<file path="config.mk">
export PLATFORM = sky130hd
export DESIGN_NAME = if_fetch_stage
export DESIGN_NICKNAME = d
export VERILOG_FILES = /design/src/rtl/if_fetch_stage.sv
export SDC_FILE = /design/constraint.sdc
export NUM_CORES = 1
export LEC_CHECK = 0
export ABC_AREA = 1
export BUFFER_PORTS_ARGS = -buffer_cell sky130_fd_sc_hd__buf_4
export CAP_MARGIN = 20
export CORE_AREA = 2 2 151 153
export CTS_BUF_LIST = sky130_fd_sc_hd__clkbuf_16
export CTS_CLUSTER_DIAMETER = 60
export CTS_CLUSTER_SIZE = 8
export DETAILED_ROUTE_END_ITERATION = 10
export DIE_AREA = 0 0 153 155
export PLACE_DENSITY = 0.59
export SYNTH_ARGS = -nofsm -noshare
export SYNTH_HDL_FRONTEND = slang
export SYNTH_SLANG_ARGS = --single-unit
export TNS_END_PERCENT = 1
</file>
<file path="constraint.sdc">
create_clock -name clk -period 1.6 [get_ports clk]
set_input_delay 0.32 -clock clk [delete_from_list [all_inputs] [get_ports clk]]
set_output_delay 0.32 -clock clk [all_outputs]
set_load 0.01 [all_outputs]
</file>
<file path="src/rtl/if_fetch_stage.sv">
// Instruction-fetch stage: owns the PC, issues one fetch per cycle to a 1-cycle
// instruction memory, absorbs decode stalls with a one-entry skid, flushes on redirect.
module if_fetch_stage #(
  parameter logic [31:0] RESET_PC = 32'h0000_0000,
  parameter logic [31:0] NOP_INST = 32'h0000_0013
) (
  input  logic        clk,
  input  logic        rst_n,
  output logic        imem_req,
  output logic [31:0] imem_addr,
  input  logic [31:0] imem_rdata,
  input  logic        redirect_valid,
  input  logic [31:0] redirect_pc,
  input  logic        id_stall,
  output logic        id_valid,
  output logic [31:0] id_pc,
  output logic [31:0] id_inst
);

  localparam int unsigned XLEN = 32;
  localparam logic [XLEN-1:0] ALIGN_MASK = ~XLEN'(3);
  localparam logic [XLEN-1:0] PC_STEP = XLEN'(4);
  localparam logic [XLEN-1:0] RESET_PC_AL = RESET_PC & ALIGN_MASK;

  logic [XLEN-1:0] pc_q, pc_d;
  logic            inflight_v_q, inflight_v_d;
  logic [XLEN-1:0] inflight_pc_q, inflight_pc_d;
  logic            skid_v_q, skid_v_d;
  logic [XLEN-1:0] skid_pc_q, skid_pc_d;
  logic [XLEN-1:0] skid_inst_q, skid_inst_d;
  logic            id_valid_q, id_valid_d;
  logic [XLEN-1:0] id_pc_q, id_pc_d;
  logic [XLEN-1:0] id_inst_q, id_inst_d;

  logic req;
  logic advance;

  // Request is withheld whenever the skid is full or about to fill.
  assign req = rst_n && !redirect_valid && !skid_v_q
               && !(id_stall && id_valid_q && inflight_v_q);
  assign advance = !id_valid_q || !id_stall;

  assign imem_req  = req;
  assign imem_addr = pc_q;
  assign id_valid  = id_valid_q;
  assign id_pc     = id_pc_q;
  assign id_inst   = id_inst_q;

  always_comb begin
    pc_d          = pc_q;
    inflight_v_d  = inflight_v_q;
    inflight_pc_d = inflight_pc_q;
    skid_v_d      = skid_v_q;
    skid_pc_d     = skid_pc_q;
    skid_inst_d   = skid_inst_q;
    id_valid_d    = id_valid_q;
    id_pc_d       = id_pc_q;
    id_inst_d     = id_inst_q;

    if (redirect_valid) begin
      // Flush everything; the response landing next cycle is dropped via inflight_v=0.
      pc_d         = redirect_pc & ALIGN_MASK;
      inflight_v_d = 1'b0;
      skid_v_d     = 1'b0;
      id_valid_d   = 1'b0;
      id_inst_d    = NOP_INST;
    end else begin
      if (req) begin
        pc_d          = pc_q + PC_STEP;
        inflight_v_d  = 1'b1;
        inflight_pc_d = pc_q;
      end else begin
        inflight_v_d  = 1'b0;
      end

      if (advance) begin
        if (skid_v_q) begin
          id_valid_d = 1'b1;
          id_pc_d    = skid_pc_q;
          id_inst_d  = skid_inst_q;
          skid_v_d   = 1'b0;
        end else if (inflight_v_q) begin
          id_valid_d = 1'b1;
          id_pc_d    = inflight_pc_q;
          id_inst_d  = imem_rdata;
        end else begin
          id_valid_d = 1'b0;
          id_inst_d  = NOP_INST;
        end
      end else if (inflight_v_q) begin
        skid_v_d    = 1'b1;
        skid_pc_d   = inflight_pc_q;
        skid_inst_d = imem_rdata;
      end
    end
  end

  always_ff @(posedge clk or negedge rst_n) begin
    if (!rst_n) begin
      pc_q          <= RESET_PC_AL;
      inflight_v_q  <= 1'b0;
      inflight_pc_q <= RESET_PC_AL;
      skid_v_q      <= 1'b0;
      skid_pc_q     <= RESET_PC_AL;
      skid_inst_q   <= NOP_INST;
      id_valid_q    <= 1'b0;
      id_pc_q       <= RESET_PC;
      id_inst_q     <= NOP_INST;
    end else begin
      pc_q          <= pc_d;
      inflight_v_q  <= inflight_v_d;
      inflight_pc_q <= inflight_pc_d;
      skid_v_q      <= skid_v_d;
      skid_pc_q     <= skid_pc_d;
      skid_inst_q   <= skid_inst_d;
      id_valid_q    <= id_valid_d;
      id_pc_q       <= id_pc_d;
      id_inst_q     <= id_inst_d;
    end
  end

endmodule

</file>
==> results of run 1 <==
==> placed cells by master (no fill, tap or decap), drive strengths merged <==
cell,netlist,layout
dfrtp,181,181
dfstp,6,6
clkbuf,25,18
nand2,411,411
ha,1,1
a22oi,28,28
nand3,67,67
clkinvlp,0,1
buf,33,201
a21oi,19,19
bufinv,0,4
nor2,109,109
conb,1,4
o211ai,4,4
a31oi,30,30
o22ai,2,2
clkinv,0,2
inv,89,96
o31ai,1,1
or2,1,1
and2,1,1
mux2i,1,1
o21ai,76,76
nand3b,1,1
==> timing repair <==
| item | CTS | global route |
|---|---|---|
| buffers inserted | 5 | 0 |
| pin swaps | 2 | 0 |
| gates cloned | 0 | 0 |
| resized for setup | 6 | 7 |
| setup endpoints to repair | 1 | 12 |
==> sequential cells by signal, summed over array words and instances (netlist names) <==
| register | flops |
|---|---|
| id_pc | 30 |
| imem_addr | 30 |
| skid_inst_q | 32 |
| inflight_v_q | 1 |
| skid_pc_q | 30 |
| id_inst | 32 |
| skid_v_q | 1 |
| id_valid | 1 |
| inflight_pc_q | 30 |
==> per-layer routing <==
layer  routed length [um]  share of wire (%)
met1                10970                 48
met2                10350                 46
met3                 1129                5.0
met4                  233                1.0
met5                    0                  0
==> per-stage QoR <==
stage | area, um^2 | utilization [%] | TNS (ns) | hold WS, ns
2_1_floorplan | 8697 | - | 0 | 0.02441
3_3_place_gp | 10390 | 46.75 | 0 | 0.4517
3_5_place_dp | 10390 | 46.75 | 0 | 0.4580
4_1_cts | 11070 | 49.80 | 0 | 0.007042
5_1_grt | 11080 | 49.86 | -0.02460 | 0.02549
6_report | 11080 | 49.86 | 0 | -0.01729
==> worst max-delay path, stage by stage, from the launching register on <==
cell and delay, ns:
dfrtp_2 0.43, nand3_4 0.10, nand3_4 0.11, inv_4 0.08, buf_4 0.11
==> layout make-up <==
cell class | instances | area, um^2
clock buffer | 17 | 425.4
clock inverter | 14 | 192.7
fill | 2182 | 11140
inverter | 89 | 339.1
multi-input combinational | 756 | 3416
sequential | 187 | 4693
tap | 285 | 356.6
timing repair buffer | 202 | 1660
==> logic make-up after synthesis <==
kind of cell / share of synthesized area, %
adders and majority gates: 0.1440
DFF: 53.96
other: 0.04317
muxes: 0.1152
buffers and inverters: 7.332
and+or+nand+nor: 27.77
AOI/OAI and AO/OA: 10.63
==> how the worst max path moves through the flow <==
stage / cells after the start / slack, ns / startpoint / endpoint
global placement: 9 / 0.1 / imem_addr[2]$_DFFE_PN0P_ / imem_addr[22]$_DFFE_PN0P_
floorplan: 8 / 0.19 / imem_addr[3]$_DFFE_PN0P_ / imem_addr[24]$_DFFE_PN0P_
CTS: 4 / 0.01 / inflight_v_q$_DFF_PN0_ / imem_req
finish: 4 / 0.04 / inflight_v_q$_DFF_PN0_ / imem_req
global route: 4 / -0.02 / id_valid$_DFFE_PN0P_ / imem_req
detailed placement: 9 / 0.08 / imem_addr[2]$_DFFE_PN0P_ / imem_addr[26]$_DFFE_PN0P_
==> power by group through the flow <==
| stage | sequential [W] | clock, W | combinational, W |
|---|---|---|---|
| after global placement | 0.00607 | 0 | 0.00224 |
| after global routing | 0.00609 | 0.00480 | 0.00256 |
| after CTS | 0.00600 | 0.00459 | 0.00230 |
| after detailed placement | 0.00609 | 0 | 0.00228 |
| after floorplan | 0.00611 | 0 | 0.00104 |
| final | 0.00600 | 0.00449 | 0.00227 |
==> qor.yml, run 1 <==
drc_errors: 0
die_y_um: 155
avgSynthCellArea_um2: 7.991
drtPass1Iterations: 5
io_buffers: 159
via_per_inst: 4.817
grt_max_degree: 101
worstPathArrival_ns: 1.24
ys_ff_latch: 187
power.total_w: 0.01275
antenna_found_initial: 0
area_growth_pct: 27.60
core_area_um2: 22230
synth_top_area_share_pct: 52.15
run_status: "finished, violations left"
synth-edff-count: 0
ys_async_sr_fraction_pct: 100.0
critPathLaunchType: "flop"
p_int_w: 0.009140
cts_tree: "yes"
final_hold_viol_count: 32
yosysWarningCount: 0
crit_type: "flop to primary output"
r2r-end: "imem_addr[19]$_DFFE_PN0P_"
fin_nets: 1322
p_per_area_nw_per_um2: 1150
r2r_start: "imem_addr[13]$_DFFE_PN0P_"
top_usage_layer: "met2"
die_x_um: 153
end_kind: "primary output"
p_clk_share_pct: 35.2
place.gp.congestion: 0.8849
cts_hold_buf: 0
antennaDiodeCount: 0
holdCritPathClass: "input pin to asynchronous set/reset pin"
start_util_pct: 39.08
cts_root_buf: "clkbuf_16"
track_usage_pct: 19.19
worst_clock_skew_ns: 0.01313
netlist_area_um2: 8686
violations: "hold timing"
first_iter_violations: 362
vdd_drop_max_uv: 628.2
synth.largest_area_cell: "dfrtp_1"
swShare_pct: 28.31
synth-seq-area-share_pct: 53.96
dieArea_um2: 23720
path_max_fanout: 2
setup_viol: 0
h-tree-depth: 4
cap_violations: 0
fmax_mhz: 639.1
synthFlopType: "dfrtp_1"
yosysMostFrequentCell: "nand2_1"
rows: 55
rr_worst_depth: 7
maxSlewViolCount: 0
boundaryPins: 166
use_met2_pct: 30.19
pwr-share-comb_pct: 17.8
drive_above_1_share_pct: 21.42
rrSetupSlack_ns: 0.12
first_global_vias: 6883
grt-ovfl-total: 0
numClockSinks: 187
hpwl_um: 15820
fin_ws_ns: 0.03525
cts_made_buffers: 17
ys_top_cells_by_count: "411 x nand2_1, 181 x dfrtp_1, 93 x nor2_1"
grt_pass1_wl_um: 36580
leakage_nw: 5.533
dr_total_vias: 7467
wirelength_um: 22680
antenna_left: 0
sequentialPowerShare_pct: 47.0
stdcell_count: 1550
post-route-period-util_pct: 97.80
crit_required_ns: 1.28
fin_crit_ns: 1.565
use_met3_pct: 3.760
syn_inst: 1087
clk-insertion-delay-late_ns: 0.43
relSlewSlack_pct: 64.34
wl_per_cell_um: 14.63
tightestPinTransition_ns: 0.5349
p_sw_w: 0.003609
cts_buffer_depth: 2
yosys-top-cells-area: "dfrtp_1 52%, nand2_1 18%, nor2_1 4.0%, nand3_1 3.8%, inv_1 3.7%"
whs_ns: -0.01729
path_clk_slew_ns: 0.07
gr-usage-met1_pct: 27.43
synth_cell_types: 29
dp_cells: 1514
place_ws_ns: 0.07668
rsz0062_at_grt: "true"
(Power assumes the default switching activity.)
==> run 2, diff against run 1 <==
Settings changed: GPL_TIMING_DRIVEN from default to 0.
==> run 2 against run 1 <==
The flow finishes with violations (hold timing, setup timing); first-iteration DRC count increased by 9.4%; combinational power is essentially flat; count of clock-buffer cells in the layout stayed put; register-to-register slack lost 0.07 ns; non-clock buffer count rose by 22; final area fell by 0.25%; largest cell class unchanged; total power decreased by 2.1%; final cell count rose by 1.5%; critical path type unchanged; clock power decreased by 6.7%; worst setup slack got worse by 0.057 ns; die area stayed put; critical path depth did not move.
==> qor.yml, run 2 (synthesis gave the netlist of run 1 again) <==
drtPass1Iterations: 5  # unchanged
r2r_start: "imem_addr[17]$_DFFE_PN0P_"  # was imem_addr[13]$_DFFE_PN0P_
fin_ws_ns: -0.02212  # was 0.03525 ns
post-route-period-util_pct: 101.4  # was 97.80%
start_util_pct: 39.08  # unchanged
hpwl_um: 17570  # was 15820 um
dieArea_um2: 23720  # unchanged
pwr-share-comb_pct: 18.0  # was 17.8%
worst_clock_skew_ns: 0.01887  # was 0.01313 ns
via_per_inst: 4.898  # was 4.817
antenna_found_initial: 0  # unchanged
boundaryPins: 166  # unchanged
wl_per_cell_um: 15.62  # was 14.63 um
top_layer_used: "met4"  # unchanged
h-tree-depth: 4  # unchanged
dr_wl_met3_um: 1362  # was 1129 um
sequentialPowerShare_pct: 48.4  # was 47.0%
rr_worst_depth: 7  # unchanged
fin_setup_tns_ns: -0.02212  # was 0 ns
holdCritPathClass: "input pin to asynchronous set/reset pin"  # unchanged
first_iter_violations: 396  # was 362
grt-ovfl-total: 0  # unchanged
track_usage_pct: 21.08  # was 19.19%
drc_errors: 0  # unchanged
p_int_w: 0.008796  # was 0.009140 W
first_global_vias: 7614  # was 6883
fin_util_pct: 49.74  # was 49.86%
numClockSinks: 187  # unchanged
path_max_fanout: 3  # was 2
die_x_um: 153  # unchanged
cts_made_buffers: 17  # unchanged
dp_cells: 1534  # was 1514
final_common_cell: "nand2_1"  # unchanged
r2r-end: "imem_addr[31]$_DFFE_PN0P_"  # was imem_addr[19]$_DFFE_PN0P_
violations: "hold timing, setup timing"  # was hold timing
crit_slowest_cell: "dfrtp_1"  # was dfrtp_2
crit_buf_inv: 2  # unchanged
fillers: 2208  # was 2182
run_status: "finished, violations left"  # unchanged
p_clk_share_pct: 33.6  # was 35.2%
tightestPinTransition_ns: 0.6649  # was 0.5349 ns
dr_total_vias: 7705  # was 7467
wirelength_um: 24580  # was 22680 um
cts_root_buf: "clkbuf_16"  # unchanged
path_clk_slew_ns: 0.07  # about the same
crit_type: "flop to primary output"  # unchanged
fin_nets: 1344  # was 1322
path_cells: "nand3_2 > nand3_4 > clkinv_4 > buf_6"  # was nand3_4 > nand3_4 > inv_4 > buf_4
power.total_w: 0.01248  # was 0.01275 W
cts_tree: "yes"  # unchanged
grt_max_degree: 78  # was 101
crit_required_ns: 1.28  # about the same
maxSlewViolCount: 0  # unchanged
dr_wl_met2_um: 11880  # was 10350 um
whs_ns: -0.2377  # was -0.01729 ns
antennaDiodeCount: 0  # unchanged
die_y_um: 155  # unchanged
io_buffers: 158  # was 159
final_hold_viol_count: 70  # was 32
place.gp.congestion: 0.8546  # was 0.8849
stdcell_count: 1573  # was 1550
p_per_area_nw_per_um2: 1129  # was 1150 nW/um^2
setup_viol: 1  # was 0
grt_pass1_wl_um: 39640  # was 36580 um
antenna_left: 0  # unchanged
rrSetupSlack_ns: 0.05  # was 0.12 ns
p_sw_w: 0.003685  # was 0.003609 W
cap_violations: 0  # unchanged
rows: 55  # unchanged
clk-insertion-delay-late_ns: 0.44  # was 0.43 ns
cpPeakStageDelay_ns: 0.39  # was 0.43 ns
layout_common_cells: "408 x nand2_1, 179 x dfrtp_1, 172 x buf_4"  # was 410 x nand2_1, 190 x buf_4, 176 x dfrtp_1
critPathLaunchType: "flop"  # unchanged
end_kind: "primary output"  # unchanged
crit_family: "flip-flops"  # unchanged
area_growth_pct: 27.28  # was 27.60%
vdd_drop_max_uv: 707.1  # was 628.2 uV
cts_buffer_depth: 2  # unchanged
relSlewSlack_pct: 55.67  # was 64.34%
swShare_pct: 29.53  # was 28.31%
worstPathArrival_ns: 1.30  # was 1.24 ns
core_area_um2: 22230  # unchanged
regArea_um2: 4690  # was 4693 um^2
multi_input_area_um2: 3433  # was 3416 um^2
fmax_mhz: 616.5  # was 639.1 MHz
leakage_nw: 5.527  # was 5.533 nW
drive_above_1_share_pct: 20.96  # was 21.42%
wl_met1_um: 11000  # was 10970 um
rsz0062_at_grt: "true"  # unchanged
fin_crit_ns: 1.622  # was 1.565 ns
run 2: layer usage:
metal | global-route usage, % | vias to the layer above
met3 | 4.318 | 18
met1 | 27.96 | 3620
met5 | 0 | -
met4 | 4.982 | 0
met2 | 35.75 | 229
li1 | - | 3838
run 2: final cells by class:
class | instances | share of cell area (%)
Timing Repair Buffer | 168 | 12.26
Sequential cell | 187 | 42.42
Clock buffer | 17 | 3.848
Inverter | 89 | 3.112
Clock inverter | 15 | 1.347
Multi-Input combinational cell | 756 | 31.05
Buffer | 56 | 2.739
Tap cell | 285 | 3.225
run 2: timing repair:
item,in CTS,in global routing
setup buffers,4,3
pin swaps,0,2
setup endpoints to repair,72,110
hold endpoints to repair,70,70
gates resized for setup,28,9
gates cloned,2,0
run 2: worst max path at each step:
stage | start | end | depth (start not counted)
final | inflight_v_q$_DFF_PN0_ | imem_req | 4
after global routing | id_valid$_DFFE_PN0P_ | imem_req | 4
after global placement | rst_n | imem_req | 5
after CTS | skid_v_q$_DFFE_PN0P_ | imem_req | 6
after floorplan | imem_addr[3]$_DFFE_PN0P_ | imem_addr[24]$_DFFE_PN0P_ | 8
after detailed placement | rst_n | imem_req | 6
run 2: metrics by stage:
stage | worst slack (ns) | cell area, um^2
global route | -0.09184 | 11060
finish | -0.02212 | 11060
detailed placement | -1.042 | 10270
floorplan | 0.1864 | 8697
CTS | -0.1639 | 11040
global placement | -2.178 | 10240
run 2: power groups by stage:
stage	sequential [W]	combinational (W)	clock (W)
2_1_floorplan	0.00611	0.00104	0
3_3_place_gp	0.00611	0.00216	0
3_5_place_dp	0.00612	0.00222	0
4_1_cts	0.00604	0.00228	0.00426
5_1_grt	0.00614	0.00255	0.00447
6_report	0.00604	0.00225	0.00419
==> run 3, diff against run 2 <==
Settings changed: ABC_AREA 1 to default, CORE_AREA 2 2 151 153 to 2 2 148 150, DIE_AREA 0 0 153 155 to 0 0 150 152.
==> run 3 against run 2 <==
The flow finishes with violations (setup timing); utilization up 1.9 points; synthesized cell count fell by 30%; flip-flop and latch count unchanged; non-clock buffer count up 6; clock power grew 4%; global-route usage shrank 0.74 points; critical path type unchanged; highest routed layer unchanged.
==> qor.yml, run 3 <==
final_hold_viol_count: 0  # was 70
fmax_mhz: 527.5  # was 616.5 MHz
antenna_found_initial: 0  # unchanged
synthFlopType: "dfrtp_1"  # unchanged
leakage_nw: 5.145  # was 5.527 nW
synth-edff-count: 0  # unchanged
drive_above_1_share_pct: 37.41  # was 20.96%
synth_top_area_share_pct: 54.31  # was 52.15%
rsz0062_at_grt: "true"  # unchanged
stdcell_count: 1253  # was 1573
core_area_um2: 21350  # was 22230 um^2
netlist_area_um2: 8339  # was 8686 um^2
vdd_drop_max_uv: 681.9  # was 707.1 uV
dieArea_um2: 22800  # was 23720 um^2
first_iter_violations: 459  # was 396
yosysMostFrequentCell: "nand2_1"  # unchanged
start_util_pct: 39.06  # was 39.08%
io_buffers: 158  # unchanged
ys_ff_latch: 187  # unchanged
p_per_area_nw_per_um2: 1106  # was 1129 nW/um^2
ys_top_cells_by_count: "185 x nand2_1, 181 x dfrtp_1, 64 x o21ai_0"  # was 411 x nand2_1, 181 x dfrtp_1, 93 x nor2_1
drc_errors: 0  # unchanged
r2r-end: "imem_addr[25]$_DFFE_PN0P_"  # was imem_addr[31]$_DFFE_PN0P_
antenna_left: 0  # unchanged
cap_violations: 0  # unchanged
area_growth_pct: 32.23  # was 27.28%
cpPeakStageDelay_ns: 0.43  # was 0.39 ns
grt-ovfl-total: 0  # unchanged
clk-insertion-delay-late_ns: 0.44  # about the same
cts_root_buf: "clkbuf_16"  # unchanged
avgSynthCellArea_um2: 10.93  # was 7.991 um^2
worstPathArrival_ns: 1.58  # was 1.30 ns
die_y_um: 152  # was 155 um
track_usage_pct: 20.34  # was 21.08%
die_x_um: 150  # was 153 um
grt_max_degree: 55  # was 78
antennaDiodeCount: 0  # unchanged
path_cells: "nor3b_4 > nand2_2 > inv_2 > buf_8 > buf_8 > buf_6"  # was nand3_2 > nand3_4 > clkinv_4 > buf_6
cts_tree: "yes"  # unchanged
via_per_inst: 5.247  # was 4.898
boundaryPins: 166  # unchanged
final_common_cell: "nand2_1"  # unchanged
place_ws_ns: -1.396  # was -1.042 ns
post-route-period-util_pct: 118.5  # was 101.4%
r2r_start: "skid_v_q$_DFFE_PN0P_"  # was imem_addr[17]$_DFFE_PN0P_
synth.largest_area_cell: "dfrtp_1"  # unchanged
wl_per_cell_um: 18.17  # was 15.62 um
synth-seq-area-share_pct: 56.20  # was 53.96%
violations: "setup timing"  # was hold timing, setup timing
tightestPinTransition_ns: 0.7401  # was 0.6649 ns
drtPass1Iterations: 5  # unchanged
dp_cells: 1205  # was 1534
fin_nets: 1029  # was 1344
syn_inst: 763  # was 1087
wirelength_um: 22770  # was 24580 um
layout_common_cells: "184 x nand2_1, 178 x buf_4, 162 x dfrtp_1"  # was 408 x nand2_1, 179 x dfrtp_1, 172 x buf_4
yosys-top-cells-area: "dfrtp_1 54%, mux2_2 8.5%, nand2_1 8.3%, o21ai_0 3.8%, mux2i_1 3.7%"  # was dfrtp_1 52%, nand2_1 18%, nor2_1 4.0%, nand3_1 3.8%, inv_1 3.7%
end_kind: "primary output"  # unchanged
fin_crit_ns: 1.896  # was 1.622 ns
rr_worst_depth: 7  # unchanged
yosysWarningCount: 0  # unchanged
rows: 54  # was 55
ys_async_sr_fraction_pct: 100.0  # unchanged
fin_ws_ns: -0.2956  # was -0.02212 ns
rrSetupSlack_ns: -0.24  # was 0.05 ns
fillers: 1980  # was 2208
crit_top_cell: "buf_8"
crit_type: "flop to primary output"  # unchanged
dr_total_vias: 6574  # was 7705
maxSlewViolCount: 0  # unchanged
cts_buffer_depth: 2  # unchanged
fin_util_pct: 51.65  # was 49.74%
numClockSinks: 187  # unchanged
fin_setup_tns_ns: -3.943  # was -0.02212 ns
h-tree-depth: 4  # unchanged
path_max_fanout: 3  # unchanged
grt_pass1_wl_um: 35830  # was 39640 um
holdCritPathClass: "input pin to asynchronous set/reset pin"  # unchanged
worst_clock_skew_ns: 0.008616  # was 0.01887 ns
synth_cell_types: 60  # was 29
path_clk_slew_ns: 0.07  # about the same
power.total_w: 0.01219  # was 0.01248 W
first_global_vias: 6337  # was 7614
relSlewSlack_pct: 50.66  # was 55.67%
cts_made_buffers: 17  # unchanged
crit_required_ns: 1.28  # about the same
crit_slowest_cell: "dfrtp_1"  # unchanged
setup_viol: 71  # was 1
hpwl_um: 15610  # was 17570 um
place.gp.congestion: 0.7979  # was 0.8546
run_status: "finished, violations left"  # unchanged
critPathLaunchType: "flop"  # unchanged
## run 3: power breakdown
part | internal (W) | total, W | switching, W | leakage [nW]
registers | 0.00539 | 0.00587 | 0.000480 | 2.40
logic | 0.00104 | 0.00197 | 0.000930 | 2.44
clock network | 0.00237 | 0.00436 | 0.00199 | 0.300
## run 3: worst max-delay path: cells and delay by family (launching register included)
kind	cells	cell delay, ns
flops	1	0.43
buf+inv	4	0.36
simple gates	2	0.35
## run 3: layout make-up
class | count | area, um^2 | area share, %
clock inverter | 15 | 173.9 | 1.577
timing repair buffer | 176 | 1500 | 13.60
sequential | 187 | 4711 | 42.72
tap | 280 | 350.3 | 3.177
clock buffer | 17 | 425.4 | 3.858
multi-input combinational | 516 | 3411 | 30.93
buffer | 54 | 425.4 | 3.858
inverter | 8 | 30.03 | 0.2723
## run 3: kinds of logic (layout without fill, tap and decap cells)
group	count (synthesis)	count (layout)	share of synthesized area (%)
adder cells (fa/ha/maj)	1	1	0.1500
AO/OA/AOI/OAI	151	151	12.27
AND/OR/NAND/NOR	265	265	15.00
buffers and inverters	63	270	3.991
other	1	4	0.04497
flip-flops	187	187	56.20
XOR/XNOR	1	1	0.1050
multiplexers	94	94	12.23
## run 3: timing repair
action / CTS / global route
hold endpoints to repair: 81 / 0
hold buffers: 8 / 0
gates cloned: 3 / 0
endpoints found under the setup margin: 183 / 165
resized for setup: 65 / 31
pin swaps: 13 / 6
buffers inserted: 5 / 1
## run 3: metrics by stage
stage          hold slack [ns]  instance area [um^2]
2_1_floorplan          0.02441                  8377
3_3_place_gp            0.4642                  9913
5_1_grt                0.02976                 11030
3_5_place_dp            0.3649                  9948
4_1_cts                0.01635                 10950
6_report               0.01887                 11030
## run 3: how the worst max path moves through the flow
stage                                     end  depth (start not counted)                startpoint  slack (ns)
CTS                                  imem_req                          6      skid_v_q$_DFFE_PN0P_       -0.30
global route                         imem_req                          6      skid_v_q$_DFFE_PN0P_       -0.35
detailed placement                   imem_req                          8                     rst_n       -1.40
floorplan           imem_addr[26]$_DFFE_PN0P_                          6  imem_addr[2]$_DFFE_PN0P_       -0.06
global placement                     imem_req                          7                     rst_n       -2.37
finish                               imem_req                          6      skid_v_q$_DFFE_PN0P_       -0.30
## run 3: per-layer routing
layer  vias to the layer above  global-route usage (%)  wire length [um]
met5                         -                       0                 0
met1                      3234                   29.14             10510
met4                         0                   6.649               491
met2                       185                   30.94             10410
li1                       3124                       -                 -
met3                        31                   4.084              1360
